`src/rtl/dummy_arbiter_if.sv`:
```
`default_nettype none
// ============================================================================
//  Module   : dummy_arbiter_if
//  Brief    : Request/response channel bundle between the requesters and
//             dummy_arbiter. Master = requester side, slave = arbiter.
//  Revision : 1.0  initial release
// ============================================================================
interface dummy_arbiter_if #(
    parameter int NUM_REQ = 4,
    parameter int DATA_W  = 128
);
    localparam int ID_W = (NUM_REQ > 1) ? $clog2(NUM_REQ) : 1;

    logic [NUM_REQ-1:0]        req_valid_i;
    logic [NUM_REQ*DATA_W-1:0] req_data_i;
    logic [NUM_REQ-1:0]        req_ready_o;
    logic                      rsp_valid_o;
    logic                      rsp_ready_i;
    logic [ID_W-1:0]           rsp_id_o;
    logic [DATA_W-1:0]         rsp_data_o;

    modport master (
        output req_valid_i, req_data_i, rsp_ready_i,
        input  req_ready_o, rsp_valid_o, rsp_id_o, rsp_data_o
    );

    modport slave (
        input  req_valid_i, req_data_i, rsp_ready_i,
        output req_ready_o, rsp_valid_o, rsp_id_o, rsp_data_o
    );
endinterface
`default_nettype wire

```
`src/rtl/dummy_arbiter.sv`:
```
`default_nettype none
// ============================================================================
//  Module   : dummy_arbiter
//  Brief    : Round-robin front end sharing one dummy datapath between
//             NUM_REQ requesters; one transaction in flight, response
//             returned with the owning requester ID.
//  Revision : 1.0  initial release
// ============================================================================
module dummy_arbiter #(
    parameter int NUM_REQ  = 4,
    parameter int DATA_W   = 128,
    parameter int PIPE_LAT = 1
) (
    input  logic              clk_i,
    input  logic              reset_i,
    dummy_arbiter_if.slave    bus,
    output logic [DATA_W-1:0] dp_data_o,
    input  logic [DATA_W-1:0] dp_data_i,
    output logic              busy_o
);
    localparam int ID_W    = (NUM_REQ > 1) ? $clog2(NUM_REQ) : 1;
    localparam int c_CNT_W = (PIPE_LAT > 0) ? $clog2(PIPE_LAT + 1) : 1;

    localparam logic [1:0] c_ST_IDLE = 2'd0;
    localparam logic [1:0] c_ST_WAIT = 2'd1;
    localparam logic [1:0] c_ST_RESP = 2'd2;

    logic [1:0]         r_state;
    logic [1:0]         w_state_nxt;
    logic [ID_W-1:0]    r_ptr;
    logic [c_CNT_W-1:0] r_cnt;
    logic [DATA_W-1:0]  r_dp_data;
    logic               r_rsp_valid;
    logic [ID_W-1:0]    r_rsp_id;
    logic [DATA_W-1:0]  r_rsp_data;

    logic               w_hi_found;
    logic               w_lo_found;
    logic [ID_W-1:0]    w_hi_idx;
    logic [ID_W-1:0]    w_lo_idx;
    logic               w_found;
    logic [ID_W-1:0]    w_gnt;
    logic [ID_W-1:0]    w_ptr_nxt;
    logic [NUM_REQ-1:0] w_req_ready;

    // Lowest valid index at/above the pointer wins; otherwise the lowest
    // valid index below it (this is the wrap-around part of the search).
    always_comb begin
        w_hi_found = 1'b0;
        w_lo_found = 1'b0;
        w_hi_idx   = '0;
        w_lo_idx   = '0;
        for (int k = NUM_REQ - 1; k >= 0; k--) begin
            if (bus.req_valid_i[k]) begin
                if (k >= int'(r_ptr)) begin
                    w_hi_found = 1'b1;
                    w_hi_idx   = ID_W'(k);
                end else begin
                    w_lo_found = 1'b1;
                    w_lo_idx   = ID_W'(k);
                end
            end
        end
    end

    assign w_found   = w_hi_found | w_lo_found;
    assign w_gnt     = w_hi_found ? w_hi_idx : w_lo_idx;
    assign w_ptr_nxt = (int'(w_gnt) == NUM_REQ - 1) ? '0 : w_gnt + 1'b1;

    // One-hot accept, only offered while idle.
    always_comb begin
        w_req_ready = '0;
        for (int k = 0; k < NUM_REQ; k++) begin
            w_req_ready[k] = (r_state == c_ST_IDLE) && w_found && (int'(w_gnt) == k);
        end
    end

    // State register.
    always_ff @(posedge clk_i) begin
        if (reset_i) begin
            r_state <= c_ST_IDLE;
        end else begin
            r_state <= w_state_nxt;
        end
    end

    // Next-state logic.
    always_comb begin
        w_state_nxt = r_state;
        case (r_state)
            c_ST_IDLE: if (w_found)           w_state_nxt = c_ST_WAIT;
            c_ST_WAIT: if (r_cnt == '0)       w_state_nxt = c_ST_RESP;
            c_ST_RESP: if (bus.rsp_ready_i)   w_state_nxt = c_ST_IDLE;
            default:                          w_state_nxt = c_ST_IDLE;
        endcase
    end

    // Grant capture, latency countdown, result capture and response hold.
    always_ff @(posedge clk_i) begin
        if (reset_i) begin
            r_ptr       <= '0;
            r_cnt       <= '0;
            r_dp_data   <= '0;
            r_rsp_valid <= 1'b0;
            r_rsp_id    <= '0;
            r_rsp_data  <= '0;
        end else begin
            case (r_state)
                c_ST_IDLE: begin
                    if (w_found) begin
                        r_dp_data <= bus.req_data_i[int'(w_gnt) * DATA_W +: DATA_W];
                        r_rsp_id  <= w_gnt;
                        r_cnt     <= c_CNT_W'(PIPE_LAT);
                        r_ptr     <= w_ptr_nxt;
                    end
                end
                c_ST_WAIT: begin
                    if (r_cnt == '0) begin
                        r_rsp_data  <= dp_data_i;
                        r_rsp_valid <= 1'b1;
                    end else begin
                        r_cnt <= r_cnt - 1'b1;
                    end
                end
                c_ST_RESP: begin
                    if (bus.rsp_ready_i) begin
                        r_rsp_valid <= 1'b0;
                    end
                end
                default: begin
                end
            endcase
        end
    end

    assign bus.req_ready_o = w_req_ready;
    assign bus.rsp_valid_o = r_rsp_valid;
    assign bus.rsp_id_o    = r_rsp_id;
    assign bus.rsp_data_o  = r_rsp_data;
    assign dp_data_o       = r_dp_data;
    assign busy_o          = (r_state != c_ST_IDLE);
endmodule
`default_nettype wire

```
`src/flat_wrapper.sv`:
```
// flat-port wrapper written by rule: the top's interface ports become plain ports
module dummy_arbiter_flat 
#(
    parameter int NUM_REQ  = 4,
    parameter int DATA_W   = 128,
    parameter int PIPE_LAT = 1
)
  (clk_i, reset_i, dp_data_o, dp_data_i, busy_o, bus_req_valid_i, bus_req_data_i, bus_rsp_ready_i, bus_req_ready_o, bus_rsp_valid_o, bus_rsp_id_o, bus_rsp_data_o);
  dummy_arbiter_if #(.NUM_REQ(NUM_REQ), .DATA_W(DATA_W)) bus_i ();
  input  logic clk_i;
  input  logic reset_i;
  output logic [DATA_W-1:0] dp_data_o;
  input  logic [DATA_W-1:0] dp_data_i;
  output logic busy_o;
  input wire logic [$bits(bus_i.req_valid_i)-1:0] bus_req_valid_i;
  input wire logic [$bits(bus_i.req_data_i)-1:0] bus_req_data_i;
  input wire logic [$bits(bus_i.rsp_ready_i)-1:0] bus_rsp_ready_i;
  output wire logic [$bits(bus_i.req_ready_o)-1:0] bus_req_ready_o;
  output wire logic [$bits(bus_i.rsp_valid_o)-1:0] bus_rsp_valid_o;
  output wire logic [$bits(bus_i.rsp_id_o)-1:0] bus_rsp_id_o;
  output wire logic [$bits(bus_i.rsp_data_o)-1:0] bus_rsp_data_o;
  assign bus_i.req_valid_i = bus_req_valid_i;
  assign bus_i.req_data_i = bus_req_data_i;
  assign bus_i.rsp_ready_i = bus_rsp_ready_i;
  assign bus_req_ready_o = bus_i.req_ready_o;
  assign bus_rsp_valid_o = bus_i.rsp_valid_o;
  assign bus_rsp_id_o = bus_i.rsp_id_o;
  assign bus_rsp_data_o = bus_i.rsp_data_o;
  dummy_arbiter #(.NUM_REQ(NUM_REQ), .DATA_W(DATA_W), .PIPE_LAT(PIPE_LAT)) u_core (.clk_i(clk_i), .reset_i(reset_i), .bus(bus_i), .dp_data_o(dp_data_o), .dp_data_i(dp_data_i), .busy_o(busy_o));
endmodule
```
`config.mk`:
```
export PLATFORM = sky130hd
export DESIGN_NAME = dummy_arbiter_flat
export DESIGN_NICKNAME = d
export VERILOG_FILES = /design/src/rtl/dummy_arbiter_if.sv /design/src/rtl/dummy_arbiter.sv /design/src/flat_wrapper.sv
export SDC_FILE = /design/constraint.sdc
export NUM_CORES = 1
export LEC_CHECK = 0
export BUFFER_PORTS_ARGS = -buffer_cell sky130_fd_sc_hd__clkbuf_2
export CORE_AREA = 2 2 355 357
export CTS_BUF_LIST = sky130_fd_sc_hd__clkbuf_2
export DETAILED_ROUTE_END_ITERATION = 8
export DIE_AREA = 0 0 357 359
export GPL_TIMING_DRIVEN = 1
export PLACE_DENSITY = 0.32
export SETUP_SLACK_MARGIN = 0.4
export SLEW_MARGIN = 20
export SYNTH_ARGS = -nofsm -noshare
export SYNTH_HDL_FRONTEND = slang
export SYNTH_SLANG_ARGS = --single-unit
```
`constraint.sdc`:
```
create_clock -name clk_i -period 1.7 [get_ports clk_i]
set_input_delay 0.085 -clock clk_i [delete_from_list [all_inputs] [get_ports clk_i]]
set_output_delay 0.085 -clock clk_i [all_outputs]
set_load 0.01 [all_outputs]
```
==> results of run 1 <==
-- stage by stage --
step                setup WS [ns]  setup TNS [ns]  hold WS [ns]  cell area, um^2
detailed placement         -0.682          -51.35         0.314            19200
global placement           -0.666          -55.04         0.316            19200
floorplan                  0.0122               0         0.221            12300
-- cell families after synthesis --
kind of cell | count (synthesis) | share of synthesized area [%]
AOI/OAI and AO/OA | 273 | 15.6
adders and majority gates | 4 | 0.415
buffers and inverters | 123 | 5.86
DFF | 264 | 43.8
muxes | 255 | 21.1
and+or+nand+nor | 413 | 13.2
==> results.tsv, run 1 <==
stage	metric	value	unit
status	status	stopped before the end	
status	lastStage	clock tree synthesis	
status	error	[ERROR RSZ-0060] Max buffer count reached.	
logic_synthesis	avgSynthCellArea	9.06	um^2
floorplanning	start_util	9.69	%
floorplanning	dieWidth	357	um
clocking	root_buffer	clkbuf_2	
logic_synthesis	synthArstFlopShare	0	%
logic_synthesis	synth_nets	1983	
logic_synthesis	yosysUniqueCellTypes	36	
logic_synthesis	netlist_area	0.0121	mm^2
logic_synthesis	synth_top_cell_area_share	43.8	%
logic_synthesis	synthFlopType	dfxtp_1	
floorplanning	io_pins	911	
logic_synthesis	synth.area.top_cells	dfxtp_1 44%, mux2i_1 21%, nand2_1 12%	
logic_synthesis	postSynthCellCount	1332	
logic_synthesis	yosys_warnings	0	
clocking	clock-sinks	264	
clocking	cts_setup_buffers	32	
logic_synthesis	synth_edf_count	0	
logic_synthesis	post-synth-top-count-cell	nand2_1	
place	post-place-cells	3878	
clocking	cts_hold_buf	819	
floorplanning	fp.dieH	359	um
place	place.gp.congestion	0.862	
clocking	h-tree-depth	3	
clocking	cts_made_buffers	89	
logic_synthesis	yosysTopAreaCell	dfxtp_1	
place	io_buffer_count	910	
place	dp_hpwl	65800	um
floorplanning	rows	130	
logic_synthesis	ys_ff_latch	264	
clocking	cts_resized	723	
logic_synthesis	synthTopCellsByCount	390 x nand2_1, 264 x dfxtp_1, 255 x mux2i_1	
logic_synthesis	ys_seq_area_share	43.8	%
clocking	cts_buffer_depth	3	
==> inputs of run 2 (changes only) <==
CORE_AREA = 2 2 357 359   (was 2 2 355 357)
CTS_BUF_LIST = default   (was sky130_fd_sc_hd__clkbuf_2)
DIE_AREA = 0 0 359 361   (was 0 0 357 359)
PLACE_DENSITY = default   (was 0.32)
PLACE_DENSITY_LB_ADDON = 0.15   (was default)
SETUP_SLACK_MARGIN = default   (was 0.4)
clock period = 2.2 ns   (was 1.7 ns; I/O delays follow)
==> run 2 against run 1 <==
  * Synthesized area unchanged
  * Synthesized cell count did not move
  * The flow now finishes, with violations (negative setup slack)
==> results.tsv, run 2 <==
stage	metric	value	unit
pwr	pwr-share-seq	30.9	%
cells_and_area	fillers	13900	
grt	met3_usage	3.81	%
pwr	internal-power	0.0127	W
place	io_buffer_count	910	
route	routed_wl	84300	um
floorplanning	start_util	9.62	%
logic_synthesis	postSynthCellCount	1332	
logic_synthesis	yosys_warnings	0	
logic_synthesis	ys_ff_latch	264	
route	viasPerCell	3.52	
grt	groute.usage.overall	12.5	%
timing	setup_ws	-0.000921	ns
pwr	combPwrFrac	35.0	%
logic_synthesis	synth_top_cell_area_share	43.8	%
grt	grt-busiest-layer	met2	
critical_path	path_cells	nor2b_4 -> or4_4 -> nand2_8 -> buf_8 -> ha_4 -> and2_4 -> buf_8	
route	dr.pass1.iters	5	
grt	antenna_found_initial	15	
floorplanning	dieWidth	359	um
logic_synthesis	synth_nets	1983	
pwr	netSwitchingFraction	34.3	%
grt	met1_usage	13.9	%
logic_synthesis	post-synth-top-count-cell	nand2_1	
logic_synthesis	synthTopCellsByCount	390 x nand2_1, 264 x dfxtp_1, 255 x mux2i_1	
critical_path	cp_max_fo	4	
clocking	clock-sinks	264	
critical_path	crit_top_cell	buf_8	
status	violations	negative setup slack	
timing	slew_headroom	35.2	%
cells_and_area	final_cell_mix	905 x clkbuf_2, 639 x dlygate4sd3_1, 390 x nand2_1	
timing	holdWs	0.137	ns
logic_synthesis	avgSynthCellArea	9.06	um^2
hold_path	min_path_type	in2reg	
critical_path	slowest_delay	0.46	ns
logic_synthesis	synth_edf_count	0	
floorplanning	io_pins	911	
pwr	powerDensity	715	mW/mm^2
floorplanning	rows	130	
clocking	clk_pin_slew	0.05	ns
cells_and_area	syn2layout_area_growth	124	%
clocking	cts_tree	built	
grt	gr-usage-met2	22.3	%
cells_and_area	drive_gt1_share	37.4	%
critical_path	worstPathRequired	2.09	ns
clocking	root_buffer	clkbuf_16	
place	dp_hpwl	64200	um
critical_path	cp-end-kind	primary output	
cells_and_area	stdcell_count	4605	
place	post-place-cells	3874	
logic_synthesis	yosysUniqueCellTypes	36	
critical_path	critical_path_arrival	2.09	ns
timing	timing.final.crit_share	100	%
clocking	cts_buffer_depth	3	
cells_and_area	final_cell_area	0.0271	mm^2
route	vias	16200	
logic_synthesis	synthArstFlopShare	0	%
timing	skew	0.0231	ns
timing	setup_viol	1	
route	wl_per_cell	18.3	um
grt	grt_max_degree	135	
logic_synthesis	synthFlopType	dfxtp_1	
clocking	clock_latency	0.60	ns
logic_synthesis	synth.area.top_cells	dfxtp_1 44%, mux2i_1 21%, nand2_1 12%	
grt	grt_remaining_overflow	0	
cells_and_area	final_core_util	21.6	%
floorplanning	die-area	0.130	mm^2
logic_synthesis	ys_seq_area_share	43.8	%
job	cap_violations	0	
pwr	power_frac_clock	34.1	%
timing	worst_pin_slew	0.972	ns
critical_path	crit_path_start_kind	flip-flop	
place	placed_cell_area	0.0191	mm^2
floorplanning	core_area	0.125	mm^2
critical_path	crit_type	reg2out	
cells_and_area	fin_nets	3570	
floorplanning	fp.dieH	361	um
cells_and_area	layout_commonest_cell	clkbuf_2	
route	drt_iter0_drc	558	
pwr	switching_power	0.00664	W
status	status	complete, but fails checks	
pwr	peakVddDrop	0.478	mV
timing	slew_violations	0	
logic_synthesis	yosysTopAreaCell	dfxtp_1	
timing	period_needed	2.20	ns
route	ant_nets	0	
logic_synthesis	netlist_area	0.0121	mm^2
timing	timing.fmax	0.454	GHz
clocking	cts_made_buffers	40	
place	place.gp.congestion	0.826	
clocking	h-tree-depth	2	
critical_path	slowest_stage	or4_4	
place	place_ws	-0.146	ns
grt	first_global_vias	17800	
pwr	p_leak	12.9	nW
timing	final_hold_viol_count	0	
timing	rsz0062_at_grt	yes	
grt	grt_pass1_wl	121000	um
route	drc	0	
-- run 2: cell counts after synthesis --
Identical to the previous run, type by type.
-- run 2: worst paths after layout --
kind	from	endpoint	slack (ns)	cells after the start
setup / recovery	u_core.r_ptr[0]	bus_req_ready_o[3]	-0.0009	7
hold / removal	bus_req_data_i[407]	u_core.dp_data_o[23]	0.14	4
setup reg to reg	u_core.r_ptr[0]	u_core.dp_data_o[74]	0.08	9
hold reg to reg	u_core.bus.rsp_data_o[48]	u_core.bus.rsp_data_o[48]	0.45	2
-- run 2: through the flow --
step,TNS (ns),total power (W)
2_1_floorplan,0,0.00882
3_3_place_gp,-0.162,0.0119
3_5_place_dp,-0.378,0.0119
4_1_cts,-0.498,0.0199
5_1_grt,-0.367,0.0205
6_report,-0.000921,0.0194
-- run 2: cells by family (layout without fill, tap and decap cells) --
group           after synthesis  in the layout  synth area share (%)
buf+inv                     123           1739                  5.86
fa+ha+maj                     4              4                 0.415
other cells                   0              7                     0
compound gates              273            273                  15.6
flops                       264            264                  43.8
mux                         255            255                  21.1
simple gates                413            413                  13.2
-- run 2: area by class of cell --
class / instances / area [um^2] / share of cell area, %
antenna: 7 / 17.5 / 0.0647
clock buffer: 65 / 1230 / 4.53
clock inverter: 6 / 88.8 / 0.328
inverter: 8 / 46.3 / 0.171
timing repair buffer: 1659 / 12100 / 44.8
timing repair inverter: 1 / 8.76 / 0.0323
multi-input combinational: 945 / 6200 / 22.9
sequential: 264 / 5290 / 19.5
tap: 1650 / 2060 / 7.62
-- run 2: power by group through the flow --
stage               combinational, W  sequential, W  clock, W
CTS                          0.00696        0.00599   0.00696
floorplan                    0.00257        0.00625         0
finish                       0.00679        0.00598   0.00660
global placement             0.00581        0.00609         0
detailed placement           0.00578        0.00608         0
global route                 0.00736        0.00607   0.00709
-- run 2: critical path: cells and delay by family, from the launching register on --
family                   cells  cell delay [ns]
AND/OR/NAND/NOR              4             0.77
flip-flops                   1             0.37
adder cells (fa/ha/maj)      1             0.12
buffers and inverters        2             0.25
-- run 2: timing repair --
action,4_1_cts,5_1_grt
pin swaps,2,4
cloned,1,0
buffers inserted,9,4
hold buffers,639,0
endpoints found under the hold margin,260,0
resized for setup,24,15
endpoints found under the setup margin,12,11
-- run 2: routing by layer --
| layer | routed length (um) | up-vias |
|---|---|---|
| met5 | 92 | - |
| met2 | 41600 | 627 |
| met1 | 33800 | 7476 |
| met4 | 3000 | 14 |
| li1 | - | 7954 |
| met3 | 5880 | 120 |
Note: power is estimated with default switching activity, not from simulation.
